--- src/rtl/riscv_pkg.sv ---
// Shared RISC-V definitions: datapath width, base opcodes, fetch FSM states.
package riscv_pkg;

   localparam int unsigned XLEN = 32;
   localparam int unsigned OPCODE_W = 7;

   localparam logic [OPCODE_W-1:0] OP_IMM = 7'b0010011;
   localparam logic [OPCODE_W-1:0] LOAD   = 7'b0000011;
   localparam logic [OPCODE_W-1:0] OP     = 7'b0110011;
   localparam logic [OPCODE_W-1:0] JAL    = 7'b1101111;
   localparam logic [OPCODE_W-1:0] STORE  = 7'b0100011;
   localparam logic [OPCODE_W-1:0] LUI    = 7'b0110111;
   localparam logic [OPCODE_W-1:0] BRANCH = 7'b1100011;

   typedef enum logic [1:0] {
      ST_IDLE    = 2'd0,
      ST_FETCH   = 2'd1,
      ST_WAIT    = 2'd2,
      ST_DISCARD = 2'd3
   } fetch_state_t;

   // Force an address onto a word boundary.
   function automatic logic [XLEN-1:0] word_align(input logic [XLEN-1:0] addr);
      return {addr[XLEN-1:2], 2'b00};
   endfunction

endpackage

--- src/rtl/inst_fetch.sv ---
// Instruction fetch: owns the PC, keeps at most one read outstanding to
// instruction memory and holds one fetched instruction for decode.
module inst_fetch
   import riscv_pkg::*;
#(
   parameter logic [XLEN-1:0] RESET_PC = 32'h0000_0000
) (
   input  logic                clk,
   input  logic                rst,
   output logic                imem_req,
   output logic [XLEN-1:0]     imem_addr,
   input  logic                imem_ready,
   input  logic                imem_rvalid,
   input  logic [XLEN-1:0]     imem_rdata,
   output logic                inst_valid,
   output logic [XLEN-1:0]     inst,
   output logic [XLEN-1:0]     inst_pc,
   output logic [OPCODE_W-1:0] opcode,
   input  logic                inst_ready,
   input  logic                redirect,
   input  logic [XLEN-1:0]     redirect_pc
);

   fetch_state_t    state;
   logic [XLEN-1:0] pc;
   logic [XLEN-1:0] req_addr;
   logic            handshake;
   logic            transfer;
   logic            unused_ok;

   // Low redirect bits are architecturally ignored.
   assign unused_ok = ^redirect_pc[1:0];

   // Request only when the buffer will have room at the next edge.
   always_comb begin
      imem_req  = (state == ST_FETCH) && (!inst_valid || inst_ready);
      imem_addr = pc;
      handshake = imem_req && imem_ready;
      transfer  = inst_valid && inst_ready;
      opcode    = inst[OPCODE_W-1:0];
   end

   // FSM, PC and output buffer; redirect overrides normal sequencing.
   always_ff @(posedge clk) begin
      if (rst) begin
         state      <= ST_IDLE;
         pc         <= RESET_PC;
         req_addr   <= '0;
         inst_valid <= 1'b0;
         inst       <= '0;
         inst_pc    <= '0;
      end else begin
         if (transfer) begin
            inst_valid <= 1'b0;
         end
         if (redirect) begin
            // An accepted or outstanding read must still be drained, so only
            // a withdrawn request or an arriving response skips DISCARD.
            inst_valid <= 1'b0;
            pc         <= word_align(redirect_pc);
            unique case (state)
               ST_FETCH:   state <= handshake   ? ST_DISCARD : ST_FETCH;
               ST_WAIT:    state <= imem_rvalid ? ST_FETCH   : ST_DISCARD;
               ST_DISCARD: state <= imem_rvalid ? ST_FETCH   : ST_DISCARD;
               default:    state <= ST_FETCH;
            endcase
         end else begin
            unique case (state)
               ST_IDLE: begin
                  state <= ST_FETCH;
               end
               ST_FETCH: begin
                  if (handshake) begin
                     req_addr <= pc;
                     state    <= ST_WAIT;
                  end
               end
               ST_WAIT: begin
                  if (imem_rvalid) begin
                     inst       <= imem_rdata;
                     inst_pc    <= req_addr;
                     inst_valid <= 1'b1;
                     pc         <= pc + XLEN'(4);
                     state      <= ST_FETCH;
                  end
               end
               ST_DISCARD: begin
                  if (imem_rvalid) begin
                     state <= ST_FETCH;
                  end
               end
               default: begin
                  state <= ST_IDLE;
               end
            endcase
         end
      end
   end

endmodule

--- config.mk ---
export PLATFORM = sky130hd
export DESIGN_NAME = inst_fetch
export DESIGN_NICKNAME = d
export VERILOG_FILES = /design/src/rtl/riscv_pkg.sv /design/src/rtl/inst_fetch.sv
export SDC_FILE = /design/constraint.sdc
export NUM_CORES = 1
export LEC_CHECK = 0
export ABC_AREA = 1
export BUFFER_PORTS_ARGS = -buffer_cell sky130_fd_sc_hd__buf_4
export CORE_ASPECT_RATIO = 0.6
export CORE_MARGIN = 2
export CORE_UTILIZATION = 35
export CTS_CLUSTER_DIAMETER = 120
export DETAILED_ROUTE_END_ITERATION = 8
export MAX_ROUTING_LAYER = met4
export PLACE_DENSITY = 0.55
export SKIP_LAST_GASP = 1
export SLEW_MARGIN = 5
export SYNTH_ARGS = -nofsm -noshare
export SYNTH_HDL_FRONTEND = slang
export SYNTH_SLANG_ARGS = --single-unit
--- constraint.sdc ---
create_clock -name clk -period 1.85 [get_ports clk]
set_input_delay 0.185 -clock clk [delete_from_list [all_inputs] [get_ports clk]]
set_output_delay 0.185 -clock clk [all_outputs]
set_load 0.05 [all_outputs]
==> results of run 1 <==
-- cell usage after synthesis (7+ instances only) --
cell                       instances
sky130_fd_sc_hd__o21ai_0         105
sky130_fd_sc_hd__a31oi_1           8
sky130_fd_sc_hd__a21oi_1          41
sky130_fd_sc_hd__xor2_1            7
sky130_fd_sc_hd__dfxtp_1         125
sky130_fd_sc_hd__clkbuf_1         27
sky130_fd_sc_hd__nand2_1         114
sky130_fd_sc_hd__buf_4            15
sky130_fd_sc_hd__nand3_1          25
sky130_fd_sc_hd__nor2_1          198
sky130_fd_sc_hd__nor2_2           11
sky130_fd_sc_hd__inv_1            38
-- worst paths after layout --
check | startpoint | end | slack [ns] | depth (start not counted)
max | imem_addr[2] | imem_addr[14] | 0.14 | 8
min | imem_rdata[27] | inst[27] | 0.01 | 3
max reg2reg | imem_addr[2] | imem_addr[14] | 0.14 | 8
min reg2reg | req_addr[13] | inst_pc[13] | 0.47 | 2
-- kinds of logic (layout without fill, tap and decap cells) --
kind of cell | after synthesis | in the layout | share of synthesized area (%)
AND/OR/NAND/NOR | 367 | 367 | 28.1
AO/OA/AOI/OAI | 169 | 169 | 16.5
XOR/XNOR | 10 | 10 | 1.61
buffers and inverters | 92 | 279 | 7.67
adder cells (fa/ha/maj) | 1 | 1 | 0.229
flip-flops | 125 | 125 | 45.9
other | 1 | 4 | 0.0688
-- power by group --
part	internal (mW)	total (mW)	switching (mW)
logic	0.328	0.902	0.574
registers	2.80	2.89	0.0926
clock network	2.47	3.74	1.27
total	5.60	7.54	1.94
-- critical path, stage by stage (launching register included) --
cell and delay (ns):
sky130_fd_sc_hd__dfxtp_1 0.38, sky130_fd_sc_hd__ha_1 0.24, sky130_fd_sc_hd__inv_1 0.08, sky130_fd_sc_hd__nor2_1 0.18
sky130_fd_sc_hd__inv_1 0.10, sky130_fd_sc_hd__nor2_2 0.20, sky130_fd_sc_hd__xor2_1 0.26, sky130_fd_sc_hd__nand2_1 0.08
sky130_fd_sc_hd__a21oi_1 0.13
-- per-layer routing --
metal	vias to the layer above	track usage, %	wire (um)
met1	2566	31.2	8760
met3	12	4.98	1330
li1	2811	-	-
met2	180	29.6	7060
met5	-	-	0
met4	0	4.48	114
-- registers in the layout, indices dropped and copies added (netlist names) --
signal,cells
imem_addr,30
inst,32
inst_pc,30
inst_valid,1
req_addr,30
state,2
-- layout make-up --
| class | count | share of cell area (%) |
|---|---|---|
| Clock inverter | 13 | 2.71 |
| Timing Repair Buffer | 206 | 21.1 |
| Clock buffer | 19 | 5.84 |
| Sequential cell | 125 | 32.3 |
| Tap cell | 203 | 3.28 |
| Multi-Input combinational cell | 551 | 32.8 |
| Inverter | 41 | 1.98 |
-- through the flow --
step	total power, mW	setup WS, ns	hold WS [ns]
after detailed placement	3.82	0.178	0.411
after floorplan	3.47	0.0203	0.320
after global routing	7.79	0.00793	0.00784
after CTS	7.58	0.166	0.00143
after global placement	3.82	0.224	0.409
final	7.54	0.142	0.0112
-- repair_timing --
item | in CTS | in global routing
hold buffers | 17 | 0
hold endpoints to repair | 17 | 0
gates resized for setup | 0 | 0
==> Flow_metrics.wiki, run 1 <==
{| class="wikitable"
! Metric !! Value
|-
| Outcome || completed
|-
| Most common cell after layout, fill and taps aside || sky130_fd_sc_hd__nor2_1
|-
| Power Dens Cells || 972 nW/um2
|-
| Starting DRT DRC Count || 374
|-
| Worst skew pair latency || 0.41 ns
|-
| Worst-path maximum fanout || 4
|-
| FF/Latch Area || 2500 um2
|-
| Placed wire-length estimate || 12.0 mm
|-
| Share of Yosys cell area claimed by the top area cell type || 45.9%
|-
| Number of instances in the synthesized netlist || 765
|-
| Critical path startpoint category || flip-flop
|-
| Clock tree from TritonCTS || done
|-
| Row count || 35
|-
| Top cell type by total area after synthesis || sky130_fd_sc_hd__dfxtp_1
|-
| Die width || 165 um
|-
| Final critical-path share of the clock period || 92.3%
|-
| Number of inserted filler cells in the final layout || 1538
|-
| Total Neg Setup Slack || 0 ns
|-
| Achievable Freq || 585 MHz
|-
| CTS max path bufs || 2
|-
| Post-route standard cell area excluding fillers || 7750 um2
|-
| Setup repair bufs after CTS || 0
|-
| Hold WC Path Type || in -> reg
|-
| Main area contributors after synthesis || sky130_fd_sc_hd__dfxtp_1 (46%), sky130_fd_sc_hd__nor2_1 (14%), sky130_fd_sc_hd__o21ai_0 (9.6%), sky130_fd_sc_hd__nand2_1 (7.8%), sky130_fd_sc_hd__a21oi_1 (3.8%)
|-
| Slew Viols, Final || 0
|-
| Count of final setup violators || 0
|-
| Final nets || 1013
|-
| Minimum clock period after layout || 1.71 ns
|-
| Proportion of synthesized flip-flops having asynchronous set or reset || 0%
|-
| Required time reported for the critical path endpoint || 2.19 ns
|-
| Fraction of final layout cells sized beyond drive strength 1 || 26.3%
|-
| Setup crit end kind || flip-flop
|-
| Count of placed standard cells in the final layout, fillers left out || 1158
|-
| Clk sinks || 125
|-
| Global-route usage over all layers || 21.3%
|-
| Number of remaining DRC errors || 0
|-
| Commonest cells after routing, fill and taps aside || sky130_fd_sc_hd__nor2_1 (198), sky130_fd_sc_hd__buf_4 (185), sky130_fd_sc_hd__dfxtp_1 (125)
|-
| Total placed instance area || 6920 um2
|-
| Gp weighted congestion || 0.889
|-
| Number of maximum-capacitance constraint violations || 0
|-
| Number of placed instances, taps included || 1109
|-
| Synthesis-stage register bit count || 125
|-
| Starting density of the core || 35.7%
|-
| Number of clock buffers inserted by TritonCTS || 17
|-
| WP data arrival || 2.05 ns
|-
| Count of H-tree levels built during CTS || 4
|-
| Wire length of the first global-routing pass || 26.5 mm
|-
| Cell variety after synth || 33
|-
| Final antenna diode count || 0
|-
| Count of buffers inserted at the top-level ports || 168
|-
| CTS Root Buffer Type || sky130_fd_sc_hd__clkbuf_16
|-
| Number of iterations in the first detailed-routing pass || 5
|-
| Y dimension of the die || 101 um
|-
| Static Leakage || 3.58 nW
|-
| Critical setup path kind || reg -> reg
|-
| Final standard cell utilization of the core || 50.7%
|-
| Via count of the first global-routing pass || 4922
|-
| Final Hold Fails || 0
|-
| Signed area change from the synthesized netlist to the final layout || 42.3%
|-
| Worst supply voltage drop on vdd || 0.000518 V
|-
| Post-synth design cell area || 5450 um2
|-
| Largest net degree at the start of global routing || 81
|-
| Worst Skew || 0.0128 ns
|-
| Antenna-violating nets left || 0
|-
| Yosys warning total || 0
|-
| Wirelength, routed || 17.3 mm
|-
| Avg Synthesized Cell Area || 7.13 um2
|-
| Top-level I/O count || 175
|-
| Mean routed wirelength per cell || 14.9 um
|-
| Total area of multi-input combinational cells || 2540 um2
|-
| Area of the die || 16600 um2
|-
| Vias per Instance || 4.81
|-
| Clock slew at reported path FFs || 0.06 ns
|-
| DR vias || 5569
|-
| Dominant register cell in the synthesized netlist || sky130_fd_sc_hd__dfxtp_1
|-
| Number of antenna violations at the first check in global routing || 0
|-
| EDFF count, synth || 0
|-
| Residual overflow from global routing || 0
|-
| RSZ-0062 raised after global routing || false
|-
| Sequential element share of the synthesized area || 45.9%
|-
| Core Area || 15300 um2
|}
Note: power is estimated with default switching activity, not from simulation.
==> run 2: changes to the inputs <==
--- a/config.mk
+++ b/config.mk
@@ -9,11 +9,12 @@
 export BUFFER_PORTS_ARGS = -buffer_cell sky130_fd_sc_hd__buf_4
 export CORE_ASPECT_RATIO = 0.6
 export CORE_MARGIN = 2
-export CORE_UTILIZATION = 35
+export CORE_UTILIZATION = 51
+export CTS_BUF_LIST = sky130_fd_sc_hd__clkbuf_16
 export CTS_CLUSTER_DIAMETER = 120
 export DETAILED_ROUTE_END_ITERATION = 8
 export MAX_ROUTING_LAYER = met4
-export PLACE_DENSITY = 0.55
+export PLACE_DENSITY = 0.76
 export SKIP_LAST_GASP = 1
 export SLEW_MARGIN = 5
 export SYNTH_ARGS = -nofsm -noshare
==> run 2 against run 1 <==
  * Combinational power is essentially flat
  * Routed wire length grew 1.6%
  * Count of clock-buffer cells in the layout shrank 2
  * Die area shrank 30%
  * Via count grew 2.9%
  * Hold slack lost 0.0048 ns
  * Sequential share of layout area grew 0.86 points
  * Critical path type unchanged
==> Flow_metrics.wiki, run 2 (same netlist as run 1, synthesis figures left out) <==
{| class="wikitable"
! Metric !! Value
|-
| Y dimension of the die || 84.1 um (-16%)
|-
| CTS Root Buffer Type || sky130_fd_sc_hd__clkbuf_16
|-
| Minimum clock period after layout || 1.69 ns (-0.0213 ns)
|-
| Mean routed wirelength per cell || 16.1 um (+8.2%)
|-
| Number of maximum-capacitance constraint violations || 0 (unchanged)
|-
| Number of clock buffers inserted by TritonCTS || 17 (unchanged)
|-
| Clk sinks || 125 (unchanged)
|-
| Number of antenna violations at the first check in global routing || 0 (unchanged)
|-
| Count of buffers inserted at the top-level ports || 168 (unchanged)
|-
| Required time reported for the critical path endpoint || 2.20 ns (about the same)
|-
| Most flop-heavy register || inst
|-
| Gp weighted congestion || 0.945 (+6.3%)
|-
| Final Hold Fails || 0 (unchanged)
|-
| Worst Skew || 0.00551 ns (-0.00731 ns)
|-
| Net switching share of the total power || 28.5% (+2.8 points)
|-
| Number of iterations in the first detailed-routing pass || 5 (unchanged)
|-
| Outcome || completed
|-
| DR vias || 5730 (+2.9%)
|-
| Post-route standard cell area excluding fillers || 7550 um2 (-2.6%)
|-
| Fraction of final layout cells sized beyond drive strength 1 || 25.5% (-0.76 points)
|-
| Cell family with most CP delay || buffers and inverters
|-
| Commonest cells after routing, fill and taps aside || sky130_fd_sc_hd__nor2_1 (198), sky130_fd_sc_hd__buf_4 (178), sky130_fd_sc_hd__dfxtp_1 (125)
|-
| Final antenna diode count || 0 (unchanged)
|-
| Total power of the final layout || 7.21 mW (-4.4%)
|-
| Largest net degree at the start of global routing || 81 (unchanged)
|-
| Number of remaining DRC errors || 0 (unchanged)
|-
| Power Dens Cells || 954 nW/um2 (-1.8%)
|-
| Final critical-path share of the clock period || 91.2% (-1.2 points)
|-
| WP data arrival || 2.04 ns (about the same)
|-
| Residual overflow from global routing || 0 (unchanged)
|-
| Internal power || 5.15 mW (-8.0%)
|-
| Total Neg Setup Slack || 0 ns (unchanged)
|-
| Routed length on met2 || 7.59 mm (+7.6%)
|-
| Relative contribution of the clock network to total power || 47.2% (-2.5 points)
|-
| Clock slew at reported path FFs || 0.06 ns (about the same)
|-
| Antenna-violating nets left || 0 (unchanged)
|-
| Setup crit end kind || flip-flop
|-
| Final nets || 1006 (-0.69%)
|-
| Placed wire-length estimate || 12.1 mm (+0.40%)
|-
| Starting DRT DRC Count || 447 (+20%)
|-
| RSZ-0062 raised after global routing || false
|-
| Signed area change from the synthesized netlist to the final layout || 38.6%
|-
| Most common cell on crit path || sky130_fd_sc_hd__nor2_1
|-
| Wirelength, routed || 17.5 mm (+1.6%)
|-
| Met1 wire length || 7.93 mm (-9.5%)
|-
| Net Switching || 2.05 mW (+5.9%)
|-
| Worst supply voltage drop on vdd || 0.000705 V (+36%)
|-
| Max FFs per register || 32 (unchanged)
|-
| Achievable Freq || 593 MHz (+1.3%)
|-
| Cell with the biggest individual delay on the critical path || sky130_fd_sc_hd__inv_2
|-
| Most common cell after layout, fill and taps aside || sky130_fd_sc_hd__nor2_1
|-
| Clock tree from TritonCTS || done
|-
| Starting density of the core || 52.0% (+16 points)
|-
| Top sig layer || met4
|-
| Portion of total power attributed to combinational logic || 12.5% (+0.5 points)
|-
| Routed length on met3 || 1.85 mm (+39%)
|-
| Worst slew margin || 31.7%
|-
| Slew Viols, Final || 0 (unchanged)
|-
| Count of H-tree levels built during CTS || 4 (unchanged)
|-
| Sequential Power Share || 40.3% (+2.0 points)
|-
| Row count || 29 (-17%)
|-
| Worst skew pair latency || 0.41 ns (about the same)
|-
| CTS max path bufs || 2 (unchanged)
|-
| Critical path startpoint category || flip-flop
|-
| Count of placed standard cells in the final layout, fillers left out || 1087 (-6.1%)
|-
| Combined buffer and inverter count along the critical path || 2 (unchanged)
|-
| Top-level I/O count || 175 (unchanged)
|-
| Via count of the first global-routing pass || 5302 (+7.7%)
|-
| Worst-margin pin slew || 1.02 ns
|-
| Global-route usage over all layers || 31.5% (+10 points)
|-
| Wire length of the first global-routing pass || 27.3 mm (+3.2%)
|-
| Worst-path maximum fanout || 62 (+58)
|-
| Slowest Stage Delay on Critical Path || 0.72 ns (+0.34 ns)
|-
| Static Leakage || 3.50 nW (-2.1%)
|-
| Critical setup path kind || reg -> reg
|-
| Count of final setup violators || 0 (unchanged)
|-
| Area of the die || 11600 um2 (-30%)
|-
| Ordered list of cells on the worst path || inv_1 -> nand3_4 -> nor2_4 -> inv_2 -> nor2_1 -> nor2_1
|-
| Total placed instance area || 6770 um2 (-2.2%)
|-
| Vias per Instance || 5.27 (+9.6%)
|-
| Die width || 137 um (-17%)
|-
| Core Area || 10500 um2 (-31%)
|-
| Number of placed instances, taps included || 1037 (-6.5%)
|-
| Hold WC Path Type || in -> reg
|-
| PostCTS Resize Cnt || 0 (unchanged)
|}
[run 2: changes by cell type in the layout (fill, tap and decap cells not counted), sizes merged]
cell         change
inv              +5
buf              -8
clkbuf           -2
dlygate4sd3      +1
bufinv           -3
[run 2: worst paths after layout]
path                      end  cells past startpoint  slack [ns]      startpoint
setup / recovery   inst_pc[8]                      6        0.16        state[0]
setup reg to reg   inst_pc[8]                      6        0.16        state[0]
hold reg to reg   inst_pc[26]                      2        0.49    req_addr[26]
hold / removal       inst[15]                      3       0.006  imem_rdata[15]
[run 2: per-layer routing]
layer | up-vias | GRT usage, %
met5 | - | -
met4 | 0 | 7.31
met3 | 17 | 8.80
met2 | 258 | 44.2
met1 | 2658 | 44.8
li1 | 2797 | -
[run 2: worst register-to-register path: stages, from the launching register on]
cell,delay [ns]
sky130_fd_sc_hd__dfxtp_1,0.31
sky130_fd_sc_hd__inv_1,0.08
sky130_fd_sc_hd__nand3_4,0.13
sky130_fd_sc_hd__nor2_4,0.06
sky130_fd_sc_hd__inv_2,0.72
sky130_fd_sc_hd__nor2_1,0.18
sky130_fd_sc_hd__nor2_1,0.15
[run 2: power groups by stage]
stage                     registers, mW  logic (mW)  clock network [mW]
after floorplan                    3.15       0.321                   0
after global placement             2.95       0.846                   0
after detailed placement           2.95       0.860                   0
after CTS                          2.90       0.894                3.42
after global routing               2.91       0.966                3.55
final                              2.90       0.903                3.40
[run 2: final cells by class]
cell class | count | area (um2)
tap | 139 | 174
clock inverter | 15 | 179
clock buffer | 17 | 425
timing repair buffer | 199 | 1580
inverter | 41 | 154
multi-input combinational | 551 | 2540
fill | 861 | 2930
sequential | 125 | 2500
[run 2: repair_timing]
action | CTS | global route
endpoints found under the hold margin | 17 | 1
hold buffers | 17 | 1
setup buffers | 0 | 0
[run 2: through the flow]
stage | hold WS, ns | utilization, % | worst slack [ns]
2_1_floorplan | 0.320 | - | 0.0203
3_3_place_gp | 0.406 | 64.6 | 0.216
3_5_place_dp | 0.414 | 64.6 | 0.203
4_1_cts | 0.000553 | 71.9 | 0.170
5_1_grt | 0.00533 | 72.0 | 0.00755
6_report | 0.00640 | 72.0 | 0.163
